File: src/rtl/fifo_drain_arbiter.sv
// fifo_drain_arbiter
//   Round-robin read scheduler sharing one registered valid/ready output stream
//   between NCH first-word-fall-through channel FIFOs. The granted channel is
//   drained in bursts of up to BURST words. Each output word is tagged with its
//   source channel.
//
//   state | meaning
//   ------+---------------------------------------------------------------
//   IDLE  | no enabled channel has data; output register may still hold a word
//   ARB   | pick first requester at/after rr_ptr, latch gnt, clear cnt
//   DRAIN | pop granted channel into the output register until burst end
//
// Ports
//   clk        single clock (also the FIFO read-side clock)
//   aresetn    asynchronous active-low reset
//   ch_enable  per-channel enable; disabled channels are never granted
//   ch_empty   FWFT empty flags, 0 = ch_dout holds a valid head word
//   ch_dout    FWFT head words, channel i at [i*DWIDTH +: DWIDTH]
//   ch_rd_en   pop strobes, at most one high, combinational from out_ready
//   out_data   output word (channel index prepended with FIFO_ARB_CHTAG_EN)
//   out_ch     source channel of out_data
//   out_last   marks the BURST-th word of a full burst
//   out_valid  output word valid
//   out_ready  downstream accept
//   underrun   one-cycle pulse when a burst ends because the channel ran dry
//   busy       high whenever the FSM is not in IDLE
//
// Build option
//   FIFO_ARB_CHTAG_EN : out_data becomes DWIDTH+CHW wide, {channel, word}.

module fifo_drain_arbiter #(
  parameter int NCH    = 4,
  parameter int DWIDTH = 16,
  parameter int BURST  = 8,
  parameter int CHW    = 2
) (
  input  logic                    clk,
  input  logic                    aresetn,
  input  logic [NCH-1:0]          ch_enable,
  input  logic [NCH-1:0]          ch_empty,
  input  logic [NCH*DWIDTH-1:0]   ch_dout,
  output logic [NCH-1:0]          ch_rd_en,
`ifdef FIFO_ARB_CHTAG_EN
  output logic [DWIDTH+CHW-1:0]   out_data,
`else
  output logic [DWIDTH-1:0]       out_data,
`endif
  output logic [CHW-1:0]          out_ch,
  output logic                    out_last,
  output logic                    out_valid,
  input  logic                    out_ready,
  output logic                    underrun,
  output logic                    busy
);

  localparam int CNTW = $clog2(BURST + 1);
  localparam logic [CNTW-1:0] CNT_LAST = CNTW'(BURST - 1);

  typedef enum logic [1:0] {
    IDLE  = 2'd0,
    ARB   = 2'd1,
    DRAIN = 2'd2
  } state_t;

  state_t            state;
  state_t            state_nxt;
  logic [CHW-1:0]    rr_ptr;
  logic [CHW-1:0]    gnt;
  logic [CHW-1:0]    gnt_inc;
  logic [CHW-1:0]    arb_sel;
  logic [CHW-1:0]    arb_idx;
  logic [CNTW-1:0]   cnt;
  logic [NCH-1:0]    req;
  logic              gnt_empty;
  logic              gnt_en;
  logic [DWIDTH-1:0] gnt_word;
  logic              load;
  logic              burst_end;
  logic              underrun_evt;

  assign req       = ~ch_empty & ch_enable;
  assign gnt_empty = ch_empty[gnt];
  assign gnt_en    = ch_enable[gnt];
  assign gnt_word  = ch_dout[gnt*DWIDTH +: DWIDTH];
  assign gnt_inc   = (gnt == CHW'(NCH - 1)) ? '0 : gnt + 1'b1;
  assign busy      = (state != IDLE);

  // Walk offsets from the far end so the lowest offset from rr_ptr wins.
  always_comb begin
    arb_sel = rr_ptr;
    arb_idx = '0;
    for (int k = NCH - 1; k >= 0; k--) begin
      arb_idx = CHW'((int'(rr_ptr) + k) % NCH);
      if (req[arb_idx]) arb_sel = arb_idx;
    end
  end

  always_ff @(posedge clk or negedge aresetn) begin
    if (!aresetn) state <= IDLE;
    else          state <= state_nxt;
  end

  always_comb begin
    state_nxt    = state;
    load         = 1'b0;
    burst_end    = 1'b0;
    underrun_evt = 1'b0;
    ch_rd_en     = '0;
    case (state)
      IDLE: begin
        if (|req) state_nxt = ARB;
      end
      ARB: begin
        state_nxt = (|req) ? DRAIN : IDLE;
      end
      DRAIN: begin
        // Pop only when the output register is free or being emptied now.
        load          = (!out_valid || out_ready) && !gnt_empty && gnt_en;
        ch_rd_en[gnt] = load;
        if (!gnt_en) begin
          burst_end = 1'b1;
        end else if (gnt_empty) begin
          burst_end    = 1'b1;
          underrun_evt = 1'b1;
        end else if (load && (cnt == CNT_LAST)) begin
          burst_end = 1'b1;
        end
        if (burst_end) state_nxt = ARB;
      end
      default: state_nxt = IDLE;
    endcase
  end

  always_ff @(posedge clk or negedge aresetn) begin
    if (!aresetn) begin
      rr_ptr    <= '0;
      gnt       <= '0;
      cnt       <= '0;
      out_data  <= '0;
      out_ch    <= '0;
      out_last  <= 1'b0;
      out_valid <= 1'b0;
      underrun  <= 1'b0;
    end else begin
      underrun <= underrun_evt;
      if (burst_end) rr_ptr <= gnt_inc;
      if ((state == ARB) && (|req)) begin
        gnt <= arb_sel;
        cnt <= '0;
      end
      if (load) begin
`ifdef FIFO_ARB_CHTAG_EN
        out_data <= {gnt, gnt_word};
`else
        out_data <= gnt_word;
`endif
        out_ch    <= gnt;
        out_valid <= 1'b1;
        out_last  <= (cnt == CNT_LAST);
        cnt       <= cnt + 1'b1;
      end else if (out_valid && out_ready) begin
        out_valid <= 1'b0;
      end
    end
  end

endmodule
File: config.mk
export PLATFORM = sky130hd
export DESIGN_NAME = fifo_drain_arbiter
export DESIGN_NICKNAME = d
export VERILOG_FILES = /design/src/rtl/fifo_drain_arbiter.sv
export SDC_FILE = /design/constraint.sdc
export NUM_CORES = 1
export LEC_CHECK = 0
export ABC_CLOCK_PERIOD_IN_PS = 2900
export CORE_MARGIN = 3
export CORE_UTILIZATION = 41
export CTS_BUF_LIST = sky130_fd_sc_hd__clkbuf_8
export DETAILED_ROUTE_END_ITERATION = 8
export MAX_ROUTING_LAYER = met4
export PLACE_DENSITY = 0.9
export SYNTH_ARGS = -nofsm -noshare
export SYNTH_HDL_FRONTEND = slang
export SYNTH_SLANG_ARGS = --single-unit
File: constraint.sdc
create_clock -name clk -period 2.9 [get_ports clk]
set_clock_uncertainty 0.05 [all_clocks]
set_input_delay 0.725 -clock clk [delete_from_list [all_inputs] [get_ports clk]]
set_output_delay 0.725 -clock clk [all_outputs]
set_load 0.05 [all_outputs]
* After elaboration in Yosys (flattened, before gate mapping) *
Index checks and enable logic that the tools add are counted.

operators by class
  bitwise operators = 3
  mux-type cells = 37
  shift-type cells = 1
  magnitude comparators = 6
  reduce and logical (&&, ||, !) cells = 15
  $add $sub $neg = 5
  equality and inequality tests = 6

operators by type and width
  cell                   number
  $shiftx A64 B7 Y16     1
  $mux W1                18
  $mux W2                8
  $lt A2 B3 Y1 const B   5
  $bmux W1 S2            6
  $mux W4                3
  $and A4 B4 Y4          2
  $logic_and A1 B1 Y1    6
  $pmux W2 S3            1
  $reduce_bool A2 Y1     3
  $add A2 B1 Y2 const B  2
  $add A2 B2 Y2 const B  2
  $add A4 B1 Y4 const B  1
  $eq A2 B2 Y1 const B   2
  $eq A4 B3 Y1 const B   1
  $ne A2 B2 Y1 const B   2
  $not A4 Y4             1
  $reduce_or A4 Y1       1
  $demux W1 S2           1
  $eq A2 B1 Y1 const B   1
  $ge A2 B1 Y1 const B   1
  $logic_not A1 Y1       2
  $logic_not A2 Y1       1
  $reduce_and A2 Y1      1
  $logic_or A1 B1 Y1     1

storage, ports and cells
  input port bits = 75
  register bits after elaboration = 31
  output and inout port bits = 26

* Longest topological paths before layout *
  depth in word-level cells = 12
  mapped depth = 6

* Worst setup path after synthesis *
OpenSTA, ideal clock, no wires.

  path kind = input port to output port
  start = in ch_empty[0]
  end = out ch_rd_en[0]
  path slack = -76 ps
  stages = 6
  arrival time = 2,201 ps
  cell sequence = nand2b_4 -> mux4_2 -> buf_6 -> nor2_4 -> buf_6 -> and2_1

on the way
  longest elaborated chain between the ends = 7

ends and longest elaborated chain
  what                               line  RTL
  start: declaration                 40    input logic [NCH-1:0] ch_empty,
  $bmux W1 S2                        82    assign gnt_empty = ch_empty[gnt];
  $mux W1 (not written as such)      82
  $logic_not A1 Y1                   118   load = (!out_valid || out_ready) && !gnt_empty && gnt_en;
  $logic_and A1 B1 Y1 (2 in series)  118
  $and A4 B4 Y4 (no line)            -
  $mux W4                            109   case (state)
  end: declaration                   42    output logic [NCH-1:0] ch_rd_en,

No other way between the ends. The select of a mux whose other input is x is not followed.

* Worst setup path in the final report *
  start = in ch_empty[0]
  end = out ch_rd_en[2]

Same word-level chain as after synthesis.

==> flow_summary.toml <==
[run_status]
status = "finished clean"

[finish]
syn2layout_area_growth_pct = 66.3
drive_gt1_frac = 0.222
n_antenna_cell = 0
postLayoutCellArea_um2 = 3240
num-fill-cells = 303
fin_nets = 345
multi_input_area_um2 = 1110
regArea_um2 = 776

[yosys]
ys_top_cells_by_count = "dfrtp_1, mux2_1, mux4_2"
synth_cells = 147
synth_top_area_share = 0.398
synth.distinct_cells = 39
synth_area_leaders = "dfrtp_1, mux4_2, mux2_1"
syn_area_um2 = 1950
syn-num-nets = 227
synth_top_area_cell = "dfrtp_1"
synth_warnings = 0
ys_seq_elements = 31
synthArstFlopShare = 1.00
yosysMostFrequentCell = "dfrtp_1"
seq_area_frac_synth = 0.398
synth-edff-count = 0
synth.avg_cell_area_um2 = 13.2
synth-main-ff-cell = "dfrtp_1"

[critical_path]
crit_fanout = 5
crit_type = "in -> out"
critPathLaunchType = "input pin"
worstPathArrival_ns = 2.10
slowest_stage = "mux4_2"
crit_required_ns = 2.12
slowest_delay_ns = 0.51
crit_path_end_kind = "output port"
path_cells = "clkdlybuf4s15_1 > nand2b_4 > mux4_2 > nor2_4 > and2_4 > buf_12"

[grt]
grt_first_pass_wirelength_um = 8420
gr-usage-all-layers = 0.207
grt_pass1_vias = 1751
grt_overflow = 0
grt_max_degree = 32
antenna_found_initial = 0

[power_and_ir_drop]
peakVddDrop_mv = 0.747
p_leak_nw = 1.36
power_density_nw_per_um2 = 861
p_total_mw = 2.79

[drt]
drc_errors = 0
ant_nets = 0
wirelength_um = 5520
drtPass1Iterations = 4
vias = 1715
wl_per_cell_um = 17.3
first_iter_violations = 60
detail_route.vias_per_cell = 5.39

[placement]
gp_congestion = 0.813
io_buffers = 100
postPlaceCellArea_um2 = 3120
hpwl_um = 4310

[floorplan]
core_um2 = 4470
core.rowCount = 24
die_height_um = 74.9
io_pins = 101
initial_core_util = 0.435
die_w_um = 74.9
die_area_um2 = 5610

[sta]
finalSetupViolCount = 0
finalHoldViolCount = 0
fin_tns_setup_ns = 0
period_needed_ns = 2.87
period_share = 0.991
clock.fmax_ghz = 0.348
finalMaxSlewViolations = 0
worstMarginPinSlew_ns = 0.527
relSlewSlack = 0.648

[cts]
cts_max_level = 2
cts.clk_slew.worst_paths_ns = 0.06
cts_buffer_depth = 2
clock-root-buffer = "clkbuf_8"
cts_made_buffers = 5
cts.sink_count = 31
insertion_delay_ns = 0.28
cts_tree = "built"

[run]
drv_cap = 0

[min_path]
min_path_type = "reg -> reg"
logic make-up (layout without fill, tap and decap cells):
logic type | after synthesis | in the layout | share of synthesized area
mux | 36 | 36 | 0.307
simple gates | 34 | 34 | 0.120
flops | 31 | 31 | 0.398
compound gates | 29 | 29 | 0.102
buf+inv | 11 | 130 | 0.0366
fa+ha+maj | 5 | 5 | 0.0321
xor+xnor | 1 | 1 | 0.00450
state kept, by name, indices dropped and copies added (netlist names):
name / flops
out_data: 16
cnt: 4
gnt: 2
out_ch: 2
rr_ptr: 2
state: 2
out_last: 1
out_valid: 1
underrun: 1
stage by stage:
| stage | setup WS, ns | util | cells | hold WS [ns] |
|---|---|---|---|---|
| 4_1_cts | 0.000824 | 0.720 | 316 | 0.439 |
| 2_1_floorplan | 0.0521 | - | 147 | 0.379 |
| 5_1_grt | -0.00983 | 0.723 | 318 | 0.457 |
| 3_5_place_dp | -0.210 | 0.697 | 307 | 0.426 |
| 3_3_place_gp | -0.183 | 0.697 | 307 | 0.416 |
| 6_report | 0.0261 | 0.723 | 318 | 0.436 |
critical path: cells and delay by family:
kind / cells / cell delay (ns)
buf+inv: 2 / 0.32
mux: 1 / 0.51
simple gates: 3 / 0.53
power breakdown:
part	switching [mW]	internal, mW	total, mW
Clock	0.157	0.213	0.370
Sequential	0.109	0.609	0.718
Combinational	0.972	0.729	1.70
path summary, 6_finish.rpt:
path,start,to,slack (ns),cells past startpoint
min in group asynchronous,aresetn,out_data[0],0.79,2
worst min-delay path,out_last,out_last,0.44,1
worst max register to register,gnt[0],out_data[11],0.73,6
worst min register to register,out_last,out_last,0.44,1
worst max-delay path,ch_empty[0],ch_rd_en[2],0.03,6
max in group asynchronous,aresetn,cnt[1],1.72,2
area by class of cell:
class,instances,area share
Tap cell,52,0.0201
Multi-Input combinational cell,105,0.343
Clock buffer,7,0.0298
Timing Repair Buffer,119,0.363
Sequential cell,31,0.240
Inverter,3,0.00348
Clock inverter,1,0.00116
layout by cell type, fill, tap and decap left out, types with 2 or more instances in the layout:
cell             synthesis  routed
clkdlybuf4s50_1          0      88
ha_1                     5       5
o31ai_1                  2       2
and3_1                   3       3
o21ai_1                  7       7
clkdlybuf4s15_1          0       4
mux2_1                  19      19
and2_4                   0       4
dfrtp_1                 31      31
nor2_1                   3       3
nor2b_1                  3       3
inv_1                    2       3
a41o_1                   2       2
clkbuf_8                 0       7
buf_4                    0      19
mux4_2                  17      17
o21ai_0                  4       4
nand2_1                  5       5
dlygate4sd2_1            0       3
buf_12                   0       4
nand2b_4                 4       4
o211ai_1                 3       3
nor4b_1                  2       2
nand2b_1                 3       3
a22o_1                   2       2
routing by layer:
layer / vias up / global-route usage / part of all wire
li1: 806 / - / -
met4: 0 / 0.0514 / 0.0067
met5: - / - / 0
met1: 841 / 0.224 / 0.37
met3: 7 / 0.0614 / 0.084
met2: 61 / 0.370 / 0.53
what timing repair did:
| action | 4_1_cts | 5_1_grt |
|---|---|---|
| setup endpoints to repair | 4 | 4 |
| pin swaps | 2 | 2 |
| gates resized for setup | 12 | 6 |
| buffers inserted | 1 | 2 |
| hold buffers | 0 | 0 |
(Power assumes the default switching activity.)
==> RTL edit 1: new RTL, same settings <==
The 3 states of `state_t` get a one-hot encoding in 3 bits.
--- a/src/rtl/fifo_drain_arbiter.sv
+++ b/src/rtl/fifo_drain_arbiter.sv
@@ -56,10 +56,10 @@
   localparam int CNTW = $clog2(BURST + 1);
   localparam logic [CNTW-1:0] CNT_LAST = CNTW'(BURST - 1);
 
-  typedef enum logic [1:0] {
-    IDLE  = 2'd0,
-    ARB   = 2'd1,
-    DRAIN = 2'd2
+  typedef enum logic [2:0] {
+    IDLE  = 3'b001,
+    ARB   = 3'b010,
+    DRAIN = 3'b100
   } state_t;
 
   state_t            state;
Formal check against the unedited RTL: no difference found for any inputs over 10 cycles, from zero or initial values and one cycle with aresetn low; not proved beyond that.
==> RTL edit 1 against the original RTL <==
Maximum frequency up 0.61%; wire length up 4.2%; worst setup slack improved by 17 ps; sequential cell count up 1; synthesized area is 1.9% higher; cell area rose by 1.0%; sequential share of layout area up 0.57 points; hold slack gained 18 ps; total power shrank 3.7%; critical path depth did not move; synthesized cell count rose by 4.8%; first-iteration DRC count rose by 23%; critical path type unchanged; highest routed layer unchanged.
==> RTL edit 1: results (changes against the original RTL) <==
Synth
The net count after synthesis is 234 (+3.1%). Yosys attributes the largest share of cell area to dfrtp_1 (39%), mux4_2 (20%), mux2_2 (12%). The number of synthesized register bits is 32 (+3.2%). The post-synthesis share of cell area spent on xor and xnor gates is 0 (-0.00450). The fraction of the mapped netlist area in adder cells is 0.0315 (-0.000588). The number of distinct library cells after synthesis is 40 (+2.6%).

Layout
The multi-input combinational cell area is 1120 sq um (+1.2%). The buffer count excluding the clock tree in the final layout is 113 (-5.0%). The non-clock inverter count in the final layout is 9 (+6). The final-layout fill cell count was 305 (+0.66%).

Placed design
The worst slack after detailed placement is -287 ps (-77.6 ps). The half-perimeter wire length of the detailed placement result is 4430 microns (+2.8%). The routability-driven placement congestion ratio is 0.850 (+4.5%).

The count of placed standard cells including taps is 309 (+0.65%).

Route
The met3 wire length is 431 microns (-6.9%). The sum of routed wire segments on met1 is 2100 microns (+1.5%). The routed length on met2 is 3080 microns (+4.6%). The via count of the routed design is 1,812 (+5.7%). The wire length reported by the detailed router is 5750 microns (+4.2%).

GRT
The total routing resource utilization after global routing is 0.225 (+0.0181). The largest net degree at the start of global routing was 33 (+3.1%).

Critical path
The arrival time at the worst endpoint is 2080 ps (-20 ps).

Power and ir drop
The total power density per cell area came to 821 nW/um^2 (-4.7%).

Die
The overall die area came to 5710 sq um (+1.7%).

Run status
The flow ran to the end, and the final reports show no timing, DRC or antenna violations.

STA
The slew at the pin closest to its max-slew limit is 652 ps (+125 ps).
[RTL edit 1: metal layers]
layer  global-route usage  up-vias
met2                0.396       76
met5                    -        -
met4               0.0816        0
li1                     -      818
met3               0.0607       14
met1                0.243      904
[RTL edit 1: final timing paths]
kind	start	to	slack [ps]	cells past startpoint
worst max-delay path	ch_empty[1]	ch_rd_en[2]	40	6
min in group asynchronous	aresetn	out_last	770	2
worst min-delay path	out_data[2]	out_data[2]	450	1
worst max register to register	state[2]	out_data[13]	630	6
max in group asynchronous	aresetn	state[0]	1700	2
worst min register to register	out_data[2]	out_data[2]	450	1
[RTL edit 1: power breakdown]
part / internal, mW / leakage (nW) / switching, mW / total (mW)
combinational: 0.700 / 0.904 / 0.798 / 1.50
sequential: 0.596 / 0.429 / 0.120 / 0.716
clock: 0.303 / 0.0645 / 0.167 / 0.470
total: 1.60 / 1.40 / 1.09 / 2.68
[RTL edit 1: critical path: cells and delay by family]
family,cells,cell delay [ps]
compound gates,1,220
mux,1,490
simple gates,2,330
buf+inv,2,310
==> RTL edit 2: new RTL, same flow settings <==
Made on the original files. Build with the macro `FIFO_ARB_CHTAG_EN` defined.
--- a/src/rtl/fifo_drain_arbiter.sv
+++ b/src/rtl/fifo_drain_arbiter.sv
@@ -27,6 +27,8 @@
 //
 // Build option
 //   FIFO_ARB_CHTAG_EN : out_data becomes DWIDTH+CHW wide, {channel, word}.
+
+`define FIFO_ARB_CHTAG_EN
 
 module fifo_drain_arbiter #(
   parameter int NCH    = 4,
Ports: changed (resized out_data); port bits go from 101 to 103. No check against the original RTL was run, so the function may have changed too.
==> RTL edit 2 against the original RTL <==
Sequential cell count did not move; synthesized cell count rose by 1.4%; cell area fell by 0.89%; first-iteration DRC count rose by 72%; critical path depth did not move; worst setup slack improved by 39 ps; wire length rose by 7.8%; die area rose by 0.71%; total power rose by 0.48%; cell count fell by 0.63%; synthesized area rose by 0.77%; critical path type unchanged; largest power group unchanged.
==> RTL edit 2: results (changes against the original RTL) <==
Synth
The async set-reset flop share out of synthesis is 1.00 (unchanged). The number of distinct library cells after synthesis is 40 (+2.6%). The net count after synthesis is 229 (+0.88%). Ranked by instance count, the synthesized netlist is headed by dfrtp_1 (31), mux2_1 (19), mux4_2 (17). The prevailing post-synth register cell is dfrtp_1. The sequential share of the synthesized area is 0.395 (-0.00305). The synthesized instance count is 149 (+1.4%). After synthesis, the cell types taking the most area are dfrtp_1 (40%), mux4_2 (20%), mux2_1 (11%).

Layout
The final-layout fill cell count is 293 (-3.3%). The share of post-route cells with drive strength above 1 is 0.205 (-0.0173). The largest registers in the layout are out_data: 18 flops, cnt: 4 flops.

The number of antenna repair diodes was 0 (unchanged). The net total in the final layout is 343 (-0.58%).

Clock network
The master cell of the clock root buffer is clkbuf_8. The number of clock buffers inserted by TritonCTS is 5 (unchanged). The later-pin clock latency in the skew report is 290 ps.

The number of buffers between clock root and the deepest sink is 2 (unchanged).

Run status
The run finished with clean final reports.

Placed design
The routability-driven placement congestion ratio is 0.824 (+1.3%). The count of buffers from port buffering is 102 (+2.0%). The placed standard-cell area came to 3120 sq um (+0.16%). The worst slack after detailed placement was -222 ps (-12.9 ps). The half-perimeter wire length of the detailed placement result was 4740 microns (+10%). The count of placed standard cells including taps is 307 (unchanged).

Power and ir drop
The total power density per cell area is 873 nW/um^2 (+1.4%). The leakage power total is 1.34 nW (-1.2%). The maximum ir drop on the vdd rail is 653 uV (-13%).

Critical path
The end of the critical path is ch_rd_en[2]. The cell type of the slowest stage on the worst timing path is mux4_2. The endpoint of the worst register-to-register path is out_data[5]. The count of cells along the worst register-to-register path is 5 (-1). The arrival time at the worst endpoint came to 2060 ps (-40 ps).

The launch point of the critical path is ch_empty[0]. The launch instance of the worst register-to-register path is gnt[0]. The minimum setup slack among reg-to-reg paths is 840 ps (+110 ps). The critical path's largest stage delay was 510 ps (about the same).

Route
The initial DRC count came to 103 (+72%). The via count of the routed design is 1,746 (+1.8%). The length of the first detailed-routing pass in iterations was 4 (unchanged). The routed wire length per instance came to 18.8 microns (+8.5%). The wire length reported by the detailed router is 5950 microns (+7.8%).

Min path
The hold path depth is 1 (unchanged).

GRT
The total routing resource utilization after global routing is 0.228 (+0.0205). The wire length of the first global-routing pass is 9060 microns (+7.5%). The number of global-route vias before repair is 1,901 (+8.6%).

STA
The slew at the pin closest to its max-slew limit came to 537 ps (+9.65 ps). The final setup violation count was 0 (unchanged). The worst setup margin is 65.3 ps (+39.1 ps).
-- RTL edit 2: cells by family (layout without fill, tap and decap cells) --
logic type	count (synthesis)	after routing	synth area share
and+or+nand+nor	34	34	0.119
muxes	36	36	0.304
AOI/OAI and AO/OA	29	29	0.101
DFF	31	31	0.395
adders and majority gates	5	5	0.0319
buffers and inverters	13	128	0.0440
xor gates and xnor gates	1	1	0.00447
-- RTL edit 2: critical path: cells and delay by family --
family / cells / cell delay, ps
mux: 1 / 510
buf+inv: 2 / 310
simple gates: 3 / 510
-- RTL edit 2: power breakdown --
group	switching [mW]	internal (mW)	total, mW
logic	1.02	0.742	1.76
clock network	0.158	0.161	0.319
registers	0.113	0.609	0.722
-- RTL edit 2: how the worst min path moves through the flow --
stage	from	endpoint	slack [ps]
2_1_floorplan	aresetn	cnt[0]	380
3_3_place_gp	out_data[12]	out_data[12]	420
3_5_place_dp	out_data[11]	out_data[11]	420
4_1_cts	out_data[11]	out_data[11]	440
5_1_grt	out_data[11]	out_data[11]	440
6_report	out_data[11]	out_data[11]	440
-- RTL edit 2: area by class of cell --
cell class | instances | share of cell area
Clock inverter | 3 | 0.00390
Tap cell | 52 | 0.0203
Sequential cell | 31 | 0.242
Multi-Input combinational cell | 105 | 0.346
Inverter | 3 | 0.00351
Clock buffer | 5 | 0.0215
Timing Repair Buffer | 117 | 0.363
-- RTL edit 2: routing by layer --
metal	routed length (microns)	vias up	track usage
met2	3240	74	0.431
met1	2130	856	0.218
met3	491	11	0.0601
met5	0	-	-
met4	89	0	0.0854
li1	-	805	-
-- RTL edit 2: repair_timing --
| item | in CTS | in global routing |
|---|---|---|
| gates resized for setup | 12 | 6 |
| pin swaps | 2 | 2 |
| setup endpoints to repair | 4 | 4 |
| setup buffers | 0 | 1 |
